### src/rtl/fpga2usb_pkg.sv
// Shared types and defaults for the switch-to-LED/USB bridge.
// Holds the USB handshake state encoding, default parameter values,
// the coalesce counter width and its saturating-increment helper.
package fpga2usb_pkg;

  typedef enum logic {
    ST_IDLE = 1'b0,
    ST_SEND = 1'b1
  } state_e;

  localparam int DEF_WIDTH           = 6;
  localparam int DEF_SYNC_STAGES     = 2;
  localparam int DEF_DEBOUNCE_CYCLES = 16;
  localparam int COALESCE_W          = 8;

  // Increment that sticks at all-ones instead of wrapping.
  function automatic logic [COALESCE_W-1:0] sat_inc(input logic [COALESCE_W-1:0] v);
    return (&v) ? v : v + 1'b1;
  endfunction

endpackage

### src/rtl/fpga2usb_bridge_debounce.sv
// Single-bit synchroniser plus debouncer for one switch line.
// Latency: SYNC_STAGES edges through the chain, then DEBOUNCE_CYCLES edges to accept.
// No backpressure; accept_o pulses on the edge where stable_o is about to change.
// Ports: clk/reset, raw_i (async switch), stable_o (debounced bit),
//        accept_o (combinational: stable_o updates on the coming edge).
module switch_debounce #(
  parameter int SYNC_STAGES     = 2,
  parameter int DEBOUNCE_CYCLES = 16
) (
  input  logic clk,
  input  logic reset,
  input  logic raw_i,
  output logic stable_o,
  output logic accept_o
);

  localparam int CNT_W = $clog2(DEBOUNCE_CYCLES);
  localparam logic [CNT_W-1:0] CNT_MAX = CNT_W'(DEBOUNCE_CYCLES - 1);

  logic [SYNC_STAGES-1:0] sync_q;
  logic [CNT_W-1:0]       cnt_q, cnt_d;
  logic                   stable_q, stable_d;
  logic                   sync_bit;

  assign sync_bit = sync_q[SYNC_STAGES-1];

  always_ff @(posedge clk or posedge reset) begin
    if (reset) begin
      sync_q   <= '0;
      cnt_q    <= '0;
      stable_q <= 1'b0;
    end else begin
      sync_q   <= {sync_q[SYNC_STAGES-2:0], raw_i};
      cnt_q    <= cnt_d;
      stable_q <= stable_d;
    end
  end

  // Counter measures how long the synchronised bit has disagreed with the
  // accepted value; any agreement restarts it, so short glitches die here.
  always_comb begin
    cnt_d    = cnt_q;
    stable_d = stable_q;
    accept_o = 1'b0;
    if (sync_bit == stable_q) begin
      cnt_d = '0;
    end else if (cnt_q == CNT_MAX) begin
      stable_d = sync_bit;
      cnt_d    = '0;
      accept_o = 1'b1;
    end else begin
      cnt_d = cnt_q + 1'b1;
    end
  end

  assign stable_o = stable_q;

endmodule

### src/rtl/fpga2usb_bridge.sv
// Debounces a switch bank onto LEDs and hands each new value to USB via valid/ack.
// Latency: SYNC_STAGES+DEBOUNCE_CYCLES edges to stable, +1 edge to led/usb_valid.
// Backpressure: usb holds while usb_valid=1; changes during a transfer are coalesced.
// Ports: clk/reset; switch (raw), hold (freeze led, block launches); led;
//        usb/usb_valid/usb_ack handshake; coalesce_cnt (saturating).
module fpga2usb_bridge
  import fpga2usb_pkg::*;
#(
  parameter int WIDTH           = DEF_WIDTH,
  parameter int SYNC_STAGES     = DEF_SYNC_STAGES,
  parameter int DEBOUNCE_CYCLES = DEF_DEBOUNCE_CYCLES
) (
  input  logic                  clk,
  input  logic                  reset,
  input  logic [WIDTH-1:0]      switch,
  input  logic                  hold,
  output logic [WIDTH-1:0]      led,
  output logic [WIDTH-1:0]      usb,
  output logic                  usb_valid,
  input  logic                  usb_ack,
  output logic [COALESCE_W-1:0] coalesce_cnt
);

  logic [WIDTH-1:0] stable;
  logic [WIDTH-1:0] accept;

  for (genvar i = 0; i < WIDTH; i++) begin : g_bit
    switch_debounce #(
      .SYNC_STAGES     (SYNC_STAGES),
      .DEBOUNCE_CYCLES (DEBOUNCE_CYCLES)
    ) u_db (
      .clk      (clk),
      .reset    (reset),
      .raw_i    (switch[i]),
      .stable_o (stable[i]),
      .accept_o (accept[i])
    );
  end

  state_e                state_q, state_d;
  logic [WIDTH-1:0]      led_q, led_d;
  logic [WIDTH-1:0]      usb_q, usb_d;
  logic [WIDTH-1:0]      last_sent_q, last_sent_d;
  logic [COALESCE_W-1:0] cnt_q, cnt_d;

  always_ff @(posedge clk or posedge reset) begin
    if (reset) begin
      state_q     <= ST_IDLE;
      led_q       <= '0;
      usb_q       <= '0;
      last_sent_q <= '0;
      cnt_q       <= '0;
    end else begin
      state_q     <= state_d;
      led_q       <= led_d;
      usb_q       <= usb_d;
      last_sent_q <= last_sent_d;
      cnt_q       <= cnt_d;
    end
  end

  always_comb begin
    state_d     = state_q;
    led_d       = hold ? led_q : stable;
    usb_d       = usb_q;
    last_sent_d = last_sent_q;
    cnt_d       = cnt_q;
    case (state_q)
      ST_IDLE: begin
        if (!hold && (stable != last_sent_q)) begin
          usb_d   = stable;
          state_d = ST_SEND;
        end
      end
      ST_SEND: begin
        // accept is the edge-of-change of stable, so a change landing on the
        // ack edge is still counted; IDLE then picks up the newest value.
        if (|accept) begin
          cnt_d = sat_inc(cnt_q);
        end
        if (usb_ack) begin
          last_sent_d = usb_q;
          state_d     = ST_IDLE;
        end
      end
      default: state_d = ST_IDLE;
    endcase
  end

  assign led          = led_q;
  assign usb          = usb_q;
  assign usb_valid    = (state_q == ST_SEND);
  assign coalesce_cnt = cnt_q;

endmodule
### config.mk
export PLATFORM = sky130hd
export DESIGN_NAME = fpga2usb_bridge
export DESIGN_NICKNAME = d
export VERILOG_FILES = /design/src/rtl/fpga2usb_pkg.sv /design/src/rtl/fpga2usb_bridge_debounce.sv /design/src/rtl/fpga2usb_bridge.sv
export SDC_FILE = /design/constraint.sdc
export NUM_CORES = 1
export LEC_CHECK = 0
export ABC_AREA = 1
export CORE_MARGIN = 1
export CORE_UTILIZATION = 55
export CTS_CLUSTER_SIZE = 40
export DETAILED_ROUTE_END_ITERATION = 10
export PLACE_DENSITY = 0.75
export SYNTH_ARGS = -nofsm -noshare
export SYNTH_HDL_FRONTEND = slang
export SYNTH_HIERARCHICAL = 1
export SYNTH_SLANG_ARGS = --single-unit
### constraint.sdc
create_clock -name clk -period 1.7 [get_ports clk]
set_input_delay 0.255 -clock clk [delete_from_list [all_inputs] [get_ports clk]]
set_output_delay 0.255 -clock clk [all_outputs]
set_load 0.02 [all_outputs]
-- After elaboration in Yosys (flattened, before gate mapping)
Cells that the tools add are included.
- bits in registers: 69
- input port bits: 10
- add/sub/neg operators: 7
- eq/ne operators: 13
- multiplexer cells: 27
- bitwise gates (word level): 8
- reductions and logical operators: 13
- operator list (cell ; number):
    $mux 4 ; 12
    $add 4x1->4 const B ; 6
    $eq 4x4->1 const B ; 6
    $reduce_and 2->1 ; 8
    $mux 1 ; 14
    $add 8x1->8 const B ; 1
    $not 1->1 ; 8
    $reduce_and 8->1 ; 1
    $eq 1x1->1 ; 6
    $ne 6x6->1 ; 1
    $reduce_or 6->1 ; 1
    $reduce_and 3->1 ; 1
    $pmux 1 s2 ; 1
    $logic_and 1x1->1 ; 1
    $logic_not 1->1 ; 1

-- Longest topological paths before layout
Gate-level depths: netlist of the first run.
- word-level depth: 5
- depth in mapped cells: 10
- depth with buffers taken out: 10

-- Modules after synthesis
Netlist of the first run, hierarchy kept.
- by module, submodules not included (module ; times used ; cells each ; area each (sq um)):
    switch_debounce ; 6 ; 30 ; 295.3
    fpga2usb_bridge ; 1 ; 165 ; 1352.5

-- Least setup slack after synthesis of the first run
OpenSTA, ideal clock, no wires.
- path kind: flip-flop to flip-flop
- start point: reg g_bit[5].u_db.cnt_q[0]
- end point: reg cnt_q[7], in the netlist coalesce_cnt[7]
- data arrival time: 1325 ps
- setup slack: 310 ps
- cell stages (with the launch flop): 10
- buffers on the path: 0
- cell sequence: dfrtp_1 -> ha_1 -> nand3_2 -> nor2_1 -> nor2_1 -> nand3_1 -> nand2_1 -> nor2_2 -> nand2_1 -> nand2_1
- word-level cells in the longest chain between the ends: 5
- RTL lines (what ; line ; source):
    start, declared ; fpga2usb_bridge_debounce.sv:21 ; logic [CNT_W-1:0] cnt_q, cnt_d;
    start signal, assigned ; fpga2usb_bridge_debounce.sv:34 ; cnt_q <= cnt_d;
    $eq 4x4->1 ; fpga2usb_bridge_debounce.sv:47 ; end else if (cnt_q == CNT_MAX) begin
    $mux 1 ; fpga2usb_bridge_debounce.sv:47 ;
    $mux 1 ; fpga2usb_bridge_debounce.sv:45 ; if (sync_bit == stable_q) begin
    via accept[5] ; fpga2usb_bridge.sv:25 ; logic [WIDTH-1:0] accept;
    $reduce_or 6->1 ; fpga2usb_bridge.sv:78 ; if (|accept) begin
    $reduce_and 3->1 (no source line) ; n/a ;
    end signal, assigned ; fpga2usb_bridge.sv:58 ; cnt_q <= cnt_d;
    end, declared ; fpga2usb_bridge.sv:44 ; logic [COALESCE_W-1:0] cnt_q, cnt_d;
The timed path passes the listed nets, and every way through them passes these cells.
A chain may end at the register's enable or synchronous reset.

-- Worst setup path after layout of the first run
- start point: reg cnt_q[7], in the netlist coalesce_cnt[7]
- end point: out coalesce_cnt[7]
- RTL lines (what ; line ; source):
    end, declared ; fpga2usb_bridge.sv:21 ; output logic [COALESCE_W-1:0] coalesce_cnt
No word-level cell between the ends.

==> results.yml, run 1 <==
worst_setup_path:
  path_max_fanout: 5
  cp_cell_sequence: "clkdlybuf4s50_1"
  end_kind: "primary output"
  cp-start-kind: "register"
  cp_slowest_cell: "clkdlybuf4s50_1"
  arrival_ns: 1.37
  r2r-start: "g_bit[5].u_db/cnt_q[0]"
  r2r-end: "coalesce_cnt[7]"
  crit_cells: 1
  cp_top_family: "buffers and inverters"
  reg2reg_depth: 9
  ff2ff_setup_slack_ns: 0.17
  critical_path_class: "reg -> out"
  path_buf_inv: 1
  worst_ep_required_time_ns: 1.44
  cp_slowest_stage_delay_ns: 0.62
yosys:
  postSynthCellCount: 345
  syn_area_per_cell_um2: 9.06
  synth-async-reset-ratio: 1.00
  synth-seq-cells: 69
  seq_area_frac_synth: 0.553
  ys_top_cells_by_area: "dfrtp_1 55%, nand2_1 12%, inv_1 5.9%"
  yosys.area.top_type_share: 0.553
  synth_ff_type: "dfrtp_1"
  synth_area_mm2: 0.00312
  ys_types: 26
  synth.most_common_cell: "nand2_1"
  synth_top_cell_by_area: "dfrtp_1"
  yosys_warnings: 6
  synth_edf_count: 0
  syn_nets: 362
  ys_top_cells_by_count: "97 x nand2_1, 69 x dfrtp_1, 49 x inv_1, 34 x nor2_1, 16 x nand3_1"
sta:
  fmax_mhz: 615
  finalSetupViolCount: 0
  fin_crit_sh: 0.956
  skew_ns: 0.00570
  worst_pin_slew_ns: 0.348
  slew_viol_final: 0
  period_needed_ns: 1.63
  slew_headroom: 0.768
  fin_tns_setup_ns: 0
  worst_hold_slack_ns: 0.350
  final-hold-violation-count: 0
  rsz0062_at_grt: "false"
route:
  routed_via_density: 4.92
  wl_per_cell_um: 12.0
  drt_iter0_markers: 166
  drt_wl_total_um: 5550
  vias: 2283
  antenna_left: 0
  drt-pass1-iter-count: 4
  drcViolationCount: 0
status:
  outcome: "finished clean"
finish:
  final_util: 0.674
  layout.cells.non_filler: 464
  n_antenna_cell: 0
  nets: 405
  area_growth_pct: 18.8
  drive_gt1_frac: 0.125
  fillers: 451
floorplan:
  start_util: 0.567
  rows: 27
  die_h_um: 77.4
  die_x_um: 77.4
  die_area_mm2: 0.00599
  design.core.area_mm2: 0.00551
  ios: 31
min_path:
  min_from: "g_bit[3].u_db/sync_q[0]"
  whs_endpoint: "g_bit[3].u_db/sync_q[1]"
  hold_class: "reg -> reg"
  hold_depth: 0
clock_network:
  clockBufferDepth: 2
  clkLatencyLatePin_ns: 0.34
  htree_num_levels: 3
  cts-root-buf: "clkbuf_8"
  cts_buffers: 9
  cts_tree: "done"
  clock_sinks: 69
  post-cts-setup-buffers: 0
  clkTransAtPathRegs_ns: 0.07
global_routing:
  groute.usage.overall: 0.218
  grt_max_degree: 28
  grt_pass1_vias: 2318
  gr-total-overflow: 0
  antenna_found_initial: 0
  grt_pass1_wl_um: 10000
pwr:
  p_per_area_mw_per_mm2: 914
  fin_total_pwr_mw: 3.39
  p_leak_nw: 1.90
  vdd_ir_drop_max_v: 0.000645
placed_design:
  dp_hpwl_um: 4010
  port_buffers: 30
  place_congestion: 0.761
  dp_cells: 449
job:
  maxCapViolations: 0
logic make-up after synthesis:
| group | after synthesis | synth area share |
|---|---|---|
| adder cells (fa/ha/maj) | 7 | 0.0280 |
| AND/OR/NAND/NOR | 185 | 0.289 |
| XOR/XNOR | 10 | 0.0280 |
| multiplexers | 1 | 0.00360 |
| flip-flops | 69 | 0.553 |
| buffers and inverters | 52 | 0.0641 |
| AO/OA/AOI/OAI | 21 | 0.0348 |
where the power goes:
part | internal [mW] | total, mW | switching [mW] | leakage, nW
registers | 1.76 | 1.84 | 0.0850 | 0.909
logic | 0.163 | 0.433 | 0.269 | 0.909
clock network | 0.558 | 1.12 | 0.562 | 0.0833
per-stage QoR:
step	cell area [um2]	worst slack (ns)
finish	3710	0.0742
global route	3710	0.0112
CTS	3690	0.0211
detailed placement	3540	0.0823
global placement	3540	0.141
floorplan	3120	0.310
per-layer routing:
layer | track usage | wire, um | vias up
met5 | 0 | 0 | -
met2 | 0.349 | 2590 | 46
met3 | 0.0576 | 220 | 7
met1 | 0.283 | 2670 | 1069
met4 | 0.0868 | 75 | 0
li1 | - | - | 1161
area by class of cell:
type	instances	area, um2	share of cell area
Sequential cell	69	1730	0.465
Multi-Input combinational cell	224	1210	0.325
Timing Repair Buffer	35	344	0.0927
Inverter	49	184	0.0496
Clock buffer	13	149	0.0401
Tap cell	72	90.1	0.0243
Clock inverter	2	10.0	0.00270
registers in the layout (all words and copies together), names as in the netlist:
name / flops
usb: 6
coalesce_cnt: 8
g_bit.u_db/sync_q: 12
last_sent_q: 6
g_bit.u_db/stable_o: 6
g_bit.u_db/cnt_q: 24
led: 6
usb_valid: 1
layout by cell type (no fill, tap or decap), drive strengths merged, types with 8 or more instances in the layout:
cell type,Yosys,final
nor2,45,45
inv,49,49
nand3,30,30
clkbuf,1,13
nand2,100,100
xnor2,9,9
o21ai,16,16
clkdlybuf4s50,0,26
nand4,8,8
dfrtp,69,69
worst max path at each step:
stage / startpoint / to / slack (ns)
2_1_floorplan: g_bit[5].u_db/cnt_q[0] / coalesce_cnt[7] / 0.31
3_3_place_gp: g_bit[3].u_db/cnt_q[0] / coalesce_cnt[7] / 0.14
3_5_place_dp: g_bit[5].u_db/cnt_q[0] / coalesce_cnt[7] / 0.08
4_1_cts: coalesce_cnt[3] / coalesce_cnt[3] / 0.02
5_1_grt: coalesce_cnt[6] / coalesce_cnt[6] / 0.01
6_report: coalesce_cnt[7] / coalesce_cnt[7] / 0.07
timing repair:
action,4_1_cts,5_1_grt
pin swaps,0,1
gates resized for setup,1,5
setup endpoints to repair,1,9
hold buffers,0,0
Power figures use the tool's default switching activity.
==> run 2, diff against run 1 <==
Settings changed: GPL_ROUTABILITY_DRIVEN from default to 0.
==> results of run 2 <==
Same layout as run 1: the final DEF is identical, and so are final timing and power.
